<file path="src/rtl/bus_arbiter.sv">
// Round-robin arbiter and serial frame sequencer for the shared 1-bit node bus.
// Grants one requester, shifts {grant_id, frame_in} out MSB-first, then idles for a gap.
module bus_arbiter #(
    parameter int N          = 16,
    parameter int ADDR_W     = 4,
    parameter int DATA_W     = 64,
    parameter int CRC_W      = 4,
    parameter int GAP_CYCLES = 1
) (
    input  logic                            clock,
    input  logic                            reset_n,
    input  logic [N-1:0]                    req,
    input  logic [ADDR_W+DATA_W+CRC_W-1:0]  frame_in,
    output logic [N-1:0]                    grant,
    output logic [ADDR_W-1:0]               grant_id,
    output logic                            busy,
    output logic                            bus_show,
    output logic                            tx_done,
    output logic [ADDR_W-1:0]               tx_id,
    output logic [1:0]                      state_dbg
);

    localparam int FIN_W   = ADDR_W + DATA_W + CRC_W;
    localparam int FRAME_W = ADDR_W + FIN_W;
    localparam int CNT_W   = $clog2(FRAME_W + 1);
    localparam int GAP_W   = $clog2(GAP_CYCLES + 1);

    localparam logic [1:0] S_IDLE = 2'd0;
    localparam logic [1:0] S_LOAD = 2'd1;
    localparam logic [1:0] S_SEND = 2'd2;
    localparam logic [1:0] S_GAP  = 2'd3;

    logic [1:0]         state_q, state_d;
    logic [N-1:0]       grant_q, grant_d;
    logic [ADDR_W-1:0]  grant_id_q, grant_id_d;
    logic               busy_q, busy_d;
    logic               bus_show_q, bus_show_d;
    logic               tx_done_q, tx_done_d;
    logic [ADDR_W-1:0]  tx_id_q, tx_id_d;
    logic [ADDR_W-1:0]  last_q, last_d;
    logic [FRAME_W-1:0] sreg_q, sreg_d;
    logic [CNT_W-1:0]   cnt_q, cnt_d;
    logic [GAP_W-1:0]   gap_q, gap_d;

    logic               arb_found;
    logic [ADDR_W-1:0]  arb_winner;
    logic [ADDR_W:0]    arb_idx;
    logic [FRAME_W-1:0] frame_w;

    assign frame_w = {grant_id_q, frame_in};

    // Search last+1, last+2, ... wrapping, so the last-served node is checked last.
    always_comb begin
        arb_found  = 1'b0;
        arb_winner = '0;
        arb_idx    = '0;
        for (int i = 1; i <= N; i++) begin
            arb_idx = {1'b0, last_q} + (ADDR_W+1)'(i);
            if (arb_idx >= (ADDR_W+1)'(N)) begin
                arb_idx = arb_idx - (ADDR_W+1)'(N);
            end
            if (!arb_found && req[arb_idx[ADDR_W-1:0]]) begin
                arb_found  = 1'b1;
                arb_winner = arb_idx[ADDR_W-1:0];
            end
        end
    end

    always_comb begin
        state_d    = state_q;
        grant_d    = grant_q;
        grant_id_d = grant_id_q;
        busy_d     = busy_q;
        bus_show_d = bus_show_q;
        tx_done_d  = 1'b0;
        tx_id_d    = tx_id_q;
        last_d     = last_q;
        sreg_d     = sreg_q;
        cnt_d      = cnt_q;
        gap_d      = gap_q;

        case (state_q)
            S_IDLE: begin
                bus_show_d = 1'b0;
                if (arb_found) begin
                    grant_d    = {{(N-1){1'b0}}, 1'b1} << arb_winner;
                    grant_id_d = arb_winner;
                    busy_d     = 1'b1;
                    state_d    = S_LOAD;
                end
            end
            S_LOAD: begin
                // frame_in has had a full cycle to follow grant_id through the external mux.
                bus_show_d = frame_w[FRAME_W-1];
                sreg_d     = {frame_w[FRAME_W-2:0], 1'b0};
                cnt_d      = CNT_W'(1);
                state_d    = S_SEND;
            end
            S_SEND: begin
                if (cnt_q == CNT_W'(FRAME_W)) begin
                    bus_show_d = 1'b0;
                    tx_done_d  = 1'b1;
                    tx_id_d    = grant_id_q;
                    last_d     = grant_id_q;
                    gap_d      = GAP_W'(1);
                    state_d    = S_GAP;
                end else begin
                    bus_show_d = sreg_q[FRAME_W-1];
                    sreg_d     = sreg_q << 1;
                    cnt_d      = cnt_q + CNT_W'(1);
                end
            end
            S_GAP: begin
                bus_show_d = 1'b0;
                if (gap_q == GAP_W'(GAP_CYCLES)) begin
                    grant_d = '0;
                    busy_d  = 1'b0;
                    state_d = S_IDLE;
                end else begin
                    gap_d = gap_q + GAP_W'(1);
                end
            end
            default: begin
                grant_d    = '0;
                busy_d     = 1'b0;
                bus_show_d = 1'b0;
                state_d    = S_IDLE;
            end
        endcase
    end

    always_ff @(posedge clock or negedge reset_n) begin
        if (!reset_n) begin
            state_q    <= S_IDLE;
            grant_q    <= '0;
            grant_id_q <= '0;
            busy_q     <= 1'b0;
            bus_show_q <= 1'b0;
            tx_done_q  <= 1'b0;
            tx_id_q    <= '0;
            last_q     <= ADDR_W'(N - 1);
            sreg_q     <= '0;
            cnt_q      <= '0;
            gap_q      <= '0;
        end else begin
            state_q    <= state_d;
            grant_q    <= grant_d;
            grant_id_q <= grant_id_d;
            busy_q     <= busy_d;
            bus_show_q <= bus_show_d;
            tx_done_q  <= tx_done_d;
            tx_id_q    <= tx_id_d;
            last_q     <= last_d;
            sreg_q     <= sreg_d;
            cnt_q      <= cnt_d;
            gap_q      <= gap_d;
        end
    end

    assign grant     = grant_q;
    assign grant_id  = grant_id_q;
    assign busy      = busy_q;
    assign bus_show  = bus_show_q;
    assign tx_done   = tx_done_q;
    assign tx_id     = tx_id_q;
    assign state_dbg = state_q;

endmodule

</file>
<file path="config.mk">
export PLATFORM = sky130hd
export DESIGN_NAME = bus_arbiter
export DESIGN_NICKNAME = d
export VERILOG_FILES = /design/src/rtl/bus_arbiter.sv
export SDC_FILE = /design/constraint.sdc
export NUM_CORES = 1
export LEC_CHECK = 0
export CORE_MARGIN = 2
export CORE_UTILIZATION = 45
export CTS_BUF_LIST = sky130_fd_sc_hd__clkbuf_4 sky130_fd_sc_hd__clkbuf_8
export DETAILED_ROUTE_END_ITERATION = 8
export GPL_TIMING_DRIVEN = 0
export HOLD_SLACK_MARGIN = 0.08
export PLACE_DENSITY = 0.66
export SYNTH_ARGS = -nofsm -noshare
export SYNTH_HDL_FRONTEND = slang
export SYNTH_SLANG_ARGS = --single-unit
</file>
<file path="constraint.sdc">
create_clock -name clock -period 7.6 [get_ports clock]
set_input_delay 2.28 -clock clock [delete_from_list [all_inputs] [get_ports clock]]
set_output_delay 2.28 -clock clock [all_outputs]
set_load 0.01 [all_outputs]
</file>
[Yosys cells after proc, flatten, opt, wreduce, memory -nomap -nowiden]
Cells that the tools add are included.
Storage, ports and cells
  input bits: 90
  register bits: 117
  word-level logic and storage cells: 228
  output and inout bits: 29
Operators by class
  eq/ne operators: 8
  reduce and logical (&&, ||, !) cells: 41
  multiplexer cells: 101
  shift-type cells: 1
  add/sub/neg operators: 34
  $lt $le $gt $ge: 32
Operator list (number)
  76-bit one-hot mux with 2 select lines: 1
  4-bit 2-to-1 mux: 32
  5-bit >= comparator, second input constant: 16
  4-bit by 5-bit < comparator with 1-bit output, second input constant: 16
  76-bit 2-to-1 mux: 1
  1-bit binary-select mux with 4-bit select: 16
  4-bit by 1-bit subtractor with 4-bit output, second input constant: 16
  4-bit by 4-bit adder with 5-bit output, second input constant: 8
  1-bit 2-to-1 mux: 39
  16-bit 2-to-1 mux: 2
  16-bit one-hot mux with 2 select lines: 1
  4-bit by 3-bit adder with 5-bit output, second input constant: 4
  1-bit by 4-bit left shift with 16-bit output, first input constant: 1
  1-bit logical AND: 15
  1-bit logical NOT: 15
  7-bit one-hot mux with 2 select lines: 1
  4-bit by 2-bit adder with 5-bit output, second input constant: 2
  2-bit != test, second input constant: 4
  2-bit one-hot mux with 4 select lines: 1
  2-bit AND reduction: 4
  7-bit by 1-bit adder with 7-bit output, second input constant: 1
  7-bit equality test, second input constant: 1
  7-bit 2-to-1 mux: 1
  2-bit 2-to-1 mux: 3
  other kinds (11): 16

[Depth between registers and ports, before layout]
Gate-level depths: netlist of run 1.
  word-level depth: 54
  depth in mapped cells: 17
  mapped depth without buffers: 11

[Worst setup path after synthesis of run 1]
OpenSTA, ideal clock, no wires.
  path type: input to register
  start point: in req[5]
  end point: reg grant_q[10], in the netlist grant[10]
  library setup time: 0.110 ns
  path buffers: 0
  arrival: 5.178 ns
  required time: 7.490 ns
  slack: 2.312 ns
  stages on the path: 8
  cells stage by stage: mux4_2 mux4_2 a2111oi_4 nand3_4 or4_1 o32ai_2 a21oi_2 o41ai_1
On the way
  longest elaborated chain between the ends: 51
  elaborated cells on any way between the ends: 99
  classes of those cells: 1 x eq/ne; 1 x shift; 66 x mux; 31 x reduce/logical
Ends and longest elaborated chain
  start, declared: RTL line 12  | input logic [N-1:0] req,
  1-bit binary-select mux with 4-bit select: RTL line 62  | if (!arb_found && req[arb_idx[ADDR_W-1:0]]) begin
  1-bit 2-to-1 mux (not written as such): RTL line 62
  1-bit 2-to-1 mux: RTL line 62
  1-bit logical NOT: RTL line 62
  1-bit logical AND: RTL line 62
  1-bit 2-to-1 mux: RTL line 62
  1-bit logical NOT: RTL line 62
  1-bit logical AND: RTL line 62
  (+35 left out)
  1-bit logical AND: RTL line 62
  1-bit 2-to-1 mux: RTL line 62
  1-bit logical NOT: RTL line 62
  1-bit logical AND: RTL line 62
  4-bit 2-to-1 mux: RTL line 62
  1-bit by 4-bit left shift with 16-bit output: RTL line 86  | grant_d = {{(N-1){1'b0}}, 1'b1} << arb_winner;
  16-bit 2-to-1 mux: RTL line 85  | if (arb_found) begin
  16-bit one-hot mux with 2 select lines: RTL line 82  | case (state_q)
  end signal, assigned: RTL line 147  | grant_q <= grant_d;
  end, declared: RTL line 34  | logic [N-1:0] grant_q, grant_d;
Several ways; a longest one is shown, not always the timed one. The select of a mux whose other input is x is not followed.
A chain may end at the register's enable or synchronous reset.

[Worst setup path after layout of run 1]
  start point: reg last_q[1]
  end point: reg grant_q[6], in the netlist grant[6]
On the way
  longest elaborated chain between the ends: 54
  elaborated cells on any way between the ends: 163
  classes of those cells: 32 x add/sub; 16 x order compare; 1 x eq/ne; 1 x shift; 82 x mux; 31 x reduce/logical
Ends and longest elaborated chain
  start, declared: RTL line 40  | logic [ADDR_W-1:0] last_q, last_d;
  start signal, assigned: RTL line 141  | last_q <= ADDR_W'(N - 1);
  start signal, assigned: RTL line 153  | last_q <= last_d;
  4-bit by 1-bit adder with 5-bit output: RTL line 58  | arb_idx = {1'b0, last_q} + (ADDR_W+1)'(i);
  4-bit by 1-bit subtractor with 4-bit output / 5-bit >= comparator (equally long branches): RTL line 60, 59
  4-bit 2-to-1 mux: RTL line 59  | if (arb_idx >= (ADDR_W+1)'(N)) begin
  1-bit binary-select mux with 4-bit select: RTL line 62
  1-bit 2-to-1 mux (not written as such): RTL line 62
  1-bit 2-to-1 mux: RTL line 62
  1-bit logical NOT: RTL line 62
  1-bit logical AND: RTL line 62
  (+38 left out)
  1-bit logical AND: RTL line 62
  1-bit 2-to-1 mux: RTL line 62
  1-bit logical NOT: RTL line 62
  1-bit logical AND: RTL line 62
  4-bit 2-to-1 mux: RTL line 62
  1-bit by 4-bit left shift with 16-bit output: RTL line 86
  16-bit 2-to-1 mux: RTL line 85
  16-bit one-hot mux with 2 select lines: RTL line 82
Several ways; a longest one is shown, not always the timed one. The select of a mux whose other input is x is not followed.

==> flow_metrics.py, run 1 <==
metrics = {
    "run_status": {
        "outcome": "finished clean",
    },
    "yosys": {
        "syn_area_per_cell_um2": 9.741,
        "synth_top_area_share_pct": 36.38,
        "yosys-top-cells-area": "dfrtp_1 (36%), mux2i_1 (14%), mux4_2 (7.6%)",
        "syn_inst": 791,
        "synthFlopType": "dfrtp_1",
        "synth_edf_count": 0,
        "syn-num-nets": 895,
        "ys_ff_latch": 116,
        "yosysTopAreaCell": "dfrtp_1",
        "yosysUniqueCellTypes": 72,
        "ys_warn_count": 0,
        "synthArstFlopShare_pct": 100.0,
        "syn_area_um2": 7705,
        "seq_area_frac_synth_pct": 37.74,
    },
    "worst_setup_path": {
        "crit_chain": "buf_2, buf_2, clkinv_1, ha_1, buf_2, clkbuf_1, mux4_2, mux2i_1, mux2i_1, a2111o_1, nor3_1, nand4_1, o211ai_1, clkbuf_1, nand2_1, o41ai_1",
        "cp_num_cells": 16,
        "reg2reg_depth": 16,
        "crit_family": "buffers and inverters",
        "arrival_ns": 6.53,
        "cp_common_cell": "buf_2",
        "path_class": "register to register",
        "r2r-start": "last_q[1]",
        "crit_path_max_incr_delay_ns": 0.64,
        "cp_num_buf_inv": 6,
        "cp.required_ns": 7.93,
        "crit_slowest_cell": "o211ai_1",
        "timing.rr.end": "grant[6]",
        "cp-start-kind": "register",
        "end_kind": "register",
        "critPathMaxFanout": 11,
        "r2r_slack_ns": 1.41,
    },
    "sta": {
        "clock-skew-final_ns": 0.01414,
        "hold-worst-slack_ns": 0.4691,
        "max_freq_mhz": 161.5,
        "tightest_slew_ns": 1.228,
        "period_needed_ns": 6.193,
        "setup_tns_ns": 0,
        "hold_viol": 0,
        "rsz0062_at_grt": "no",
        "slew_violations": 0,
        "fin_crit_sh_pct": 81.49,
        "max_slew_margin_pct": 17.37,
        "setup_viol": 0,
    },
    "clocking": {
        "cts_setup_buffers": 0,
        "clkTransAtPathRegs_ns": 0.07,
        "clock_sinks": 116,
        "cts_resized": 0,
        "cts_buffers": 17,
        "cts_tree": "yes",
        "clock_path_buffers": 2,
        "postCtsHoldBufs": 0,
        "ctsRootBufferMaster": "clkbuf_8",
        "clock_latency_ns": 0.45,
        "htree_levels": 4,
    },
    "placed_design": {
        "place_congestion": 0.9609,
        "dp.cells": 1130,
        "placed_area_um2": 9190,
        "io_buffers": 118,
        "place_hpwl_um": 16000,
    },
    "power_and_ir_drop": {
        "internal_power_uw": 994.5,
        "p_seq_share_pct": 47.9,
        "p_sw_uw": 338.1,
        "power_density_nw_per_um2": 139.5,
        "p_leak_uw": 0.004517,
        "power.share.combinational_pct": 12.6,
        "vdd_drop_max_v": 0.00009225,
        "pwr-share-clk_pct": 39.5,
        "p_total_uw": 1333,
        "sw_frac_of_total_pct": 25.37,
    },
    "route": {
        "vias_per_cell": 5.904,
        "ant_nets": 0,
        "routedWlPerCell_um": 18.35,
        "vias": 6860,
        "drc": 0,
        "drt_iter0_markers": 503,
        "routed_wl_um": 21320,
        "firstDrtPassIters": 7,
    },
    "floorplanning": {
        "coreArea_um2": 16640,
        "num_io_pins": 119,
        "die_y_um": 134.9,
        "die_w_um": 134.9,
        "dieArea_um2": 18180,
        "start_util_pct": 46.30,
        "rows": 47,
    },
    "finish": {
        "fin_cells": 1162,
        "fin_area_um2": 9552,
        "diodes": 0,
        "fin_nets": 1033,
        "drive_above_1_share_pct": 10.62,
        "syn2layout_area_growth_pct": 23.97,
    },
    "global_route": {
        "grt_pass1_vias": 6666,
        "grt_first_pass_wirelength_um": 34820,
        "antenna_found_initial": 0,
        "grt_max_degree": 85,
        "grt_overflow": 0,
        "grt_use_total_pct": 24.42,
    },
    "hold_path": {
        "min_path_cells": 2,
        "hold_end": "gap_q",
        "hold_start": "gap_q",
        "hold_path.class": "register to register",
    },
    "run": {
        "maxCapViolCount": 0,
    },
}
-- per-layer routing --
layer  global-route usage (%)  vias to the layer above  routed length, um
li1                         -                     3206                  -
met1                    31.16                     3326               8686
met2                    39.57                      285              10410
met3                    6.757                       43               1640
met4                    9.474                        0                583
met5                        0                        -                  0
-- registers in the layout, indices dropped and copies added (netlist names) --
| register | cells |
|---|---|
| sreg_q | 75 |
| grant | 16 |
| cnt_q | 7 |
| grant_id | 4 |
| last_q | 4 |
| tx_id | 4 |
| state_dbg | 2 |
| bus_show | 1 |
| busy | 1 |
| gap_q | 1 |
| tx_done | 1 |
-- cell usage after synthesis (all sizes together) (3+ instances only) --
master / number
o211ai: 5
o21ai: 20
o21a: 4
a2111o: 3
buf: 15
nor2b: 6
clkbuf: 29
dfrtp: 112
nor2: 112
mux2i: 109
dfstp: 4
nor3: 8
o31ai: 6
nand3: 10
and4: 3
or3: 3
a31oi: 4
o41ai: 12
xor2: 8
ha: 14
nand4: 10
mux4: 26
inv: 18
a211oi: 5
mux2: 16
o32ai: 6
nand2: 64
xnor2: 10
o211a: 3
a211o: 3
o221ai: 4
nor3b: 3
a2111oi: 7
or2: 6
a21oi: 94
-- worst max path at each step --
stage	start	to	slack (ns)
6_report	last_q[1]	grant[6]	1.41
5_1_grt	last_q[1]	grant[6]	1.04
4_1_cts	req[15]	grant[6]	1.57
3_5_place_dp	req[15]	grant[1]	1.10
3_3_place_gp	reset_n	sreg_q[16]	-0.36
2_1_floorplan	req[5]	grant[10]	2.31
-- metrics by stage --
step                      util, %  worst slack, ns
after floorplan                 -            2.312
after global placement      55.05          -0.3600
after detailed placement    55.22            1.097
after CTS                   57.39            1.565
after global routing        57.39            1.037
final                       57.39            1.407
-- power by group through the flow --
stage	clock (uW)	sequential (uW)	combinational, uW
final	526	638	168
after global routing	564	639	182
after CTS	537	639	168
after detailed placement	0	650	167
after global placement	0	650	165
after floorplan	0	649	68.4
-- cell usage in the layout, fill, tap and decap left out, types with 9 or more instances in the layout --
master           Yosys  final
mux2i_1            109    109
nand4_1             10     10
inv_1               16     16
mux4_2              26     26
nor2_1             112    112
xnor2_1             10     10
ha_1                14     14
o21ai_0             12     12
nand2_1             64     64
clkdlybuf4s50_1      0    117
clkbuf_8             0     18
nand3_1              9      9
mux2_2               9      9
a21oi_1             92     92
o41ai_1             12     12
clkbuf_1            29     29
dfrtp_1            112    112
-- worst reg2reg max path, delay by kind of cell, from the launching register on --
kind | cells | cell delay, ns
multiplexers | 3 | 1.06
adder cells (fa/ha/maj) | 1 | 0.44
AND/OR/NAND/NOR | 3 | 0.80
AO/OA/AOI/OAI | 3 | 1.12
buffers and inverters | 6 | 2.10
flip-flops | 1 | 0.58
-- layout make-up --
| type | count | area [um2] |
|---|---|---|
| Inverter | 19 | 71.32 |
| Clock buffer | 22 | 277.8 |
| Clock inverter | 10 | 83.83 |
| Timing Repair Buffer | 119 | 1210 |
| Buffer | 44 | 187.7 |
| Sequential cell | 116 | 2908 |
| Fill cell | 1492 | 7091 |
| Tap cell | 220 | 275.3 |
| Multi-Input combinational cell | 612 | 4538 |
-- logic make-up after synthesis --
| kind of cell | after synthesis | synth area share, % |
|---|---|---|
| adder cells (fa/ha/maj) | 14 | 2.273 |
| buffers and inverters | 63 | 3.362 |
| multiplexers | 151 | 24.10 |
| flip-flops | 116 | 37.74 |
| AND/OR/NAND/NOR | 234 | 13.46 |
| AO/OA/AOI/OAI | 195 | 17.02 |
| XOR/XNOR | 18 | 2.046 |
Note: power is estimated with default switching activity, not from simulation.
==> run 2: changes to the inputs <==
--- a/config.mk
+++ b/config.mk
@@ -11,7 +11,7 @@
 export DETAILED_ROUTE_END_ITERATION = 8
 export GPL_TIMING_DRIVEN = 0
 export HOLD_SLACK_MARGIN = 0.08
-export PLACE_DENSITY = 0.66
+export PLACE_DENSITY = 0.68
 export SYNTH_ARGS = -nofsm -noshare
 export SYNTH_HDL_FRONTEND = slang
 export SYNTH_SLANG_ARGS = --single-unit
==> constraint.sdc (replaced) <==
create_clock -name clock -period 5.37 [get_ports clock]
set_input_delay 1.611 -clock clock [delete_from_list [all_inputs] [get_ports clock]]
set_output_delay 1.611 -clock clock [all_outputs]
set_load 0.01 [all_outputs]
==> flow_metrics.py, run 2 (synthesis gave the netlist of run 1 again) <==
metrics = {
    "finish": {
        "layout_commonest_cell": "clkdlybuf4s50_1",
        "fin_area_um2": 9763,
        "largest_reg_flops": 75,
        "diodes": 0,
        "fillers": 1476,
        "syn2layout_area_growth_pct": 26.71,
        "final_cell_mix": "clkdlybuf4s50_1 (117), dfrtp_1 (112), nor2_1 (111)",
        "fin_nets": 1039,
        "drive_above_1_share_pct": 12.87,
        "max_flop_register": "sreg_q",
    },
    "sta": {
        "max_slew_margin_pct": 41.87,
        "period_needed_ns": 5.203,
        "hold-worst-slack_ns": 0.4665,
        "tightest_slew_ns": 0.8657,
        "max_freq_mhz": 192.2,
        "setup_tns_ns": 0,
        "clock-skew-final_ns": 0.01295,
        "fin_crit_sh_pct": 96.89,
        "rsz0062_at_grt": "no",
        "setup_viol": 0,
        "hold_viol": 0,
        "slew_violations": 0,
    },
    "placed_design": {
        "placed_area_um2": 9190,
        "place_congestion": 0.9615,
        "place_hpwl_um": 16030,
        "io_buffers": 118,
    },
    "floorplanning": {
        "rows": 47,
        "dieArea_um2": 18180,
        "die_y_um": 134.9,
        "coreArea_um2": 16640,
        "die_w_um": 134.9,
        "start_util_pct": 46.30,
        "num_io_pins": 119,
    },
    "worst_setup_path": {
        "cp-start-kind": "primary input",
        "cp.required_ns": 5.70,
        "cp_common_cell": "mux4_2",
        "end_kind": "register",
        "path_class": "primary input to register",
        "crit_chain": "clkdlybuf4s50_1, mux4_2, mux4_2, a2111o_1, nor3_1, o2111ai_1, o211a_2, o32ai_1, a21oi_2, o41ai_1",
        "crit_slowest_cell": "mux4_2",
        "arrival_ns": 5.53,
        "critPathMaxFanout": 9,
        "crit_path_max_incr_delay_ns": 0.62,
    },
    "global_route": {
        "antenna_found_initial": 0,
        "grt_max_degree": 62,
        "grt_first_pass_wirelength_um": 34400,
        "grt_use_total_pct": 24.10,
        "grt_overflow": 0,
        "grt_pass1_vias": 6708,
    },
    "run": {
        "maxCapViolCount": 0,
    },
    "power_and_ir_drop": {
        "p_leak_uw": 0.004596,
        "p_total_uw": 2001,
        "vdd_drop_max_v": 0.0001666,
        "power_density_nw_per_um2": 204.9,
    },
    "clocking": {
        "cts_tree": "yes",
        "clock_sinks": 116,
        "cts_buffers": 17,
        "clkTransAtPathRegs_ns": 0.08,
        "clock_latency_ns": 0.44,
        "clock_path_buffers": 2,
        "htree_levels": 4,
        "postCtsHoldBufs": 0,
        "ctsRootBufferMaster": "clkbuf_8",
    },
    "hold_path": {
        "hold_path.class": "register to register",
    },
    "route": {
        "routedWlPerCell_um": 18.42,
        "drt_iter0_markers": 443,
        "vias_per_cell": 5.856,
        "firstDrtPassIters": 5,
        "routed_wl_um": 21510,
        "vias": 6840,
        "ant_nets": 0,
        "drc": 0,
    },
    "run_status": {
        "outcome": "finished clean",
    },
}
==> run 2: cell types whose count changed in the layout (fill, tap and decap cells not counted), moves of 3 or more <==
cell | before | now
buf_4 | 0 | 7
clkinv_2 | 6 | 1
a2111oi_0 | 5 | 1
a2111oi_1 | 0 | 4
mux2i_1 | 109 | 105
clkinv_4 | 1 | 4
inv_6 | 0 | 3
mux2i_2 | 0 | 3
==> run 2: worst max-delay path: cells and delay by family <==
| kind | cells | cell delay, ns |
|---|---|---|
| multiplexers | 2 | 1.14 |
| buffers and inverters | 1 | 0.56 |
| AO/OA/AOI/OAI | 6 | 1.88 |
| AND/OR/NAND/NOR | 1 | 0.34 |
==> run 2: power by group <==
| part | internal (uW) | total (uW) | switching [uW] |
|---|---|---|---|
| clock network | 469 | 852 | 382 |
| registers | 891 | 903 | 12.0 |
| logic | 127 | 247 | 119 |
| total | 1490 | 2000 | 514 |
==> run 2: final timing paths <==
check	end	start	slack [ns]	cells after the start
setup / recovery	grant[15]	req[4]	0.17	10
hold / removal	gap_q	gap_q	0.47	2
setup reg to reg	grant[2]	last_q[0]	0.33	16
hold reg to reg	gap_q	gap_q	0.47	2
max in group asynchronous	last_q[0]	reset_n	3.50	2
min in group asynchronous	grant[5]	reset_n	1.13	1
==> run 2: repair_timing <==
item | CTS | global route
pin swaps | 2 | 0
cloned | 0 | 0
endpoints found under the setup margin | 22 | 19
resized for setup | 7 | 22
setup buffers | 4 | 2
==> run 2: cell type report <==
| class | instances | area (um2) | area share, % |
|---|---|---|---|
| clock inverters | 14 | 178.9 | 1.833 |
| well taps | 220 | 275.3 | 2.819 |
| clock buffers | 18 | 241.5 | 2.473 |
| flip-flops and latches | 116 | 2908 | 29.78 |
| multi-input cells | 612 | 4632 | 47.44 |
| plain buffers | 44 | 198.9 | 2.038 |
| inverters | 19 | 73.82 | 0.7561 |
| repair buffers | 125 | 1255 | 12.85 |
==> run 2: routing by layer <==
metal	up-vias	global-route usage, %	part of all wire [%]
li1	3225	-	-
met1	3314	30.33	41
met2	253	39.11	48
met3	48	6.494	7.3
met4	0	10.53	3.3
met5	-	0	0
==> run 2: per-stage QoR <==
| stage | cells | worst slack (ns) | utilization, % |
|---|---|---|---|
| after detailed placement | 1130 | -0.6270 | 55.22 |
| after global routing | 1168 | 0.03712 | 58.66 |
| after global placement | 1129 | -1.949 | 55.05 |
| after floorplan | 791 | 0.7507 | - |
| final | 1168 | 0.1672 | 58.66 |
| after CTS | 1166 | 0.03483 | 58.05 |
==> run 3: changes to the inputs <==
==> config.mk (replaced) <==
export PLATFORM = sky130hd
export DESIGN_NAME = bus_arbiter
export DESIGN_NICKNAME = d
export VERILOG_FILES = /design/src/rtl/bus_arbiter.sv
export SDC_FILE = /design/constraint.sdc
export NUM_CORES = 1
export LEC_CHECK = 0
export CORE_UTILIZATION = 51
export CTS_BUF_LIST = sky130_fd_sc_hd__clkbuf_4 sky130_fd_sc_hd__clkbuf_8
export DETAILED_ROUTE_END_ITERATION = 8
export GPL_TIMING_DRIVEN = 0
export HOLD_SLACK_MARGIN = 0.08
export PLACE_DENSITY = 0.76
export REMOVE_ABC_BUFFERS = 1
export SYNTH_ARGS = -nofsm -noshare
export SYNTH_HDL_FRONTEND = slang
export SYNTH_SLANG_ARGS = --single-unit
==> flow_metrics.py, run 3 (synthesis gave the netlist of run 1 again) <==
metrics = {
    "run_status": {
        "outcome": "finished, violations left",
        "violations": "design-rule violations",
    },
    "clocking": {
        "clock_sinks": 116,
        "cts_tree": "yes",
        "ctsRootBufferMaster": "clkbuf_8",
        "clkTransAtPathRegs_ns": 0.07,
        "cts_buffers": 17,
        "clock_latency_ns": 0.43,
        "postCtsHoldBufs": 0,
        "htree_levels": 4,
        "clock_path_buffers": 2,
    },
    "worst_setup_path": {
        "crit_path_max_incr_delay_ns": 0.61,
        "crit_slowest_cell": "mux4_2",
        "arrival_ns": 5.48,
        "cp.required_ns": 5.68,
        "cp_common_cell": "mux4_2",
        "reg2reg_depth": 12,
        "crit_chain": "clkdlybuf4s50_1, mux4_2, mux4_2, a2111o_1, nor3_1, nand2_1, o221ai_1, o32a_1, o21ai_0, o41ai_1",
        "r2r-start": "last_q[1]",
        "critPathMaxFanout": 7,
        "timing.rr.end": "grant[5]",
        "r2r_slack_ns": 0.35,
        "cp-start-kind": "primary input",
        "end_kind": "register",
        "path_class": "primary input to register",
    },
    "floorplanning": {
        "die_w_um": 124.9,
        "dieArea_um2": 15600,
        "rows": 44,
        "start_util_pct": 52.61,
        "die_y_um": 124.9,
        "coreArea_um2": 14640,
        "num_io_pins": 119,
    },
    "route": {
        "drc": 24,
        "routedWlPerCell_um": 18.51,
        "vias": 6581,
        "vias_per_cell": 6.043,
        "firstDrtPassIters": 7,
        "drt_iter0_markers": 487,
        "routed_wl_um": 20160,
        "ant_nets": 0,
    },
    "run": {
        "maxCapViolCount": 0,
    },
    "hold_path": {
        "hold_path.class": "register to register",
        "hold_start": "grant[10]",
        "min_path_cells": 2,
        "hold_end": "grant[10]",
    },
    "global_route": {
        "grt_overflow": 0,
        "grt_first_pass_wirelength_um": 32910,
        "grt_max_degree": 65,
        "grt_pass1_vias": 6408,
        "antenna_found_initial": 0,
        "grt_use_total_pct": 26.63,
    },
    "sta": {
        "max_freq_mhz": 193.5,
        "max_slew_margin_pct": 39.20,
        "period_needed_ns": 5.169,
        "fin_crit_sh_pct": 96.26,
        "slew_violations": 0,
        "rsz0062_at_grt": "no",
        "setup_viol": 0,
        "clock-skew-final_ns": 0.01416,
        "hold_viol": 0,
        "hold-worst-slack_ns": 0.4696,
        "tightest_slew_ns": 0.9055,
    },
    "power_and_ir_drop": {
        "p_total_uw": 1974,
        "p_leak_uw": 0.004535,
        "power_density_nw_per_um2": 205.9,
        "vdd_drop_max_v": 0.0001303,
    },
    "finish": {
        "largest_reg_flops": 75,
        "drive_above_1_share_pct": 11.93,
        "layout_commonest_cell": "clkdlybuf4s50_1",
        "fin_area_um2": 9585,
        "syn2layout_area_growth_pct": 24.41,
        "final_cell_mix": "clkdlybuf4s50_1 (117), nor2_1 (112), dfrtp_1 (112)",
        "diodes": 0,
        "fin_nets": 996,
        "max_flop_register": "sreg_q",
    },
    "placed_design": {
        "place_congestion": 0.9154,
        "io_buffers": 118,
        "placed_area_um2": 9111,
        "place_hpwl_um": 14830,
    },
}
## run 3: worst max-delay path by stage
stage	from	end	slack, ns	cells after the start
floorplan	state_dbg[0]	sreg_q[10]	-3.52	5
global placement	state_dbg[0]	sreg_q[60]	-6.04	5
detailed placement	last_q[1]	grant[3]	-1.19	11
CTS	last_q[2]	grant[5]	0.13	9
global route	req[5]	grant[3]	0.04	10
finish	req[5]	grant[5]	0.20	10
## run 3: layout make-up
cell class	count	area [um2]
clock inverters	12	156.4
clock buffers	20	256.5
flip-flops and latches	116	2915
multi-input cells	612	4599
fillers	1199	5059
well taps	184	230.2
inverters	19	72.57
repair buffers	126	1355
## run 3: per-stage QoR
step                      TNS, ns  setup WS [ns]  std cells  utilization, %
after floorplan           -264.02         -3.522        747               -
after global placement    -661.95         -6.035       1049           60.97
after detailed placement   -22.61         -1.193       1055           62.22
after CTS                       0         0.1321       1088           65.33
after global routing            0        0.04448       1089           65.46
final                           0         0.2007       1089           65.46
## run 3: where the power goes
group          total [uW]  switching (uW)  internal [uW]  leakage, uW
Sequential            902            11.5            891      0.00151
Combinational         240             115            124      0.00283
Clock                 832             357            475     0.000200
Total                1970             484           1490      0.00454
## run 3: critical path, delay by kind of cell
family	cells	cell delay (ns)
AND/OR/NAND/NOR	2	0.44
buffers and inverters	1	0.58
AO/OA/AOI/OAI	5	1.70
multiplexers	2	1.14
## run 3: what timing repair did
action                                  CTS  global route
buffers inserted                          1             1
endpoints found under the setup margin   23            18
resized for setup                         7             3
pin swaps                                 1             1
## run 3: metal layers
metal  GRT usage (%)  wire [um]  up-vias
li1                -          -     3141
met1           34.26       8584     3179
met2           44.78       9699      226
met3           4.038       1242       35
met4           11.69        632        0
met5               0          0        -
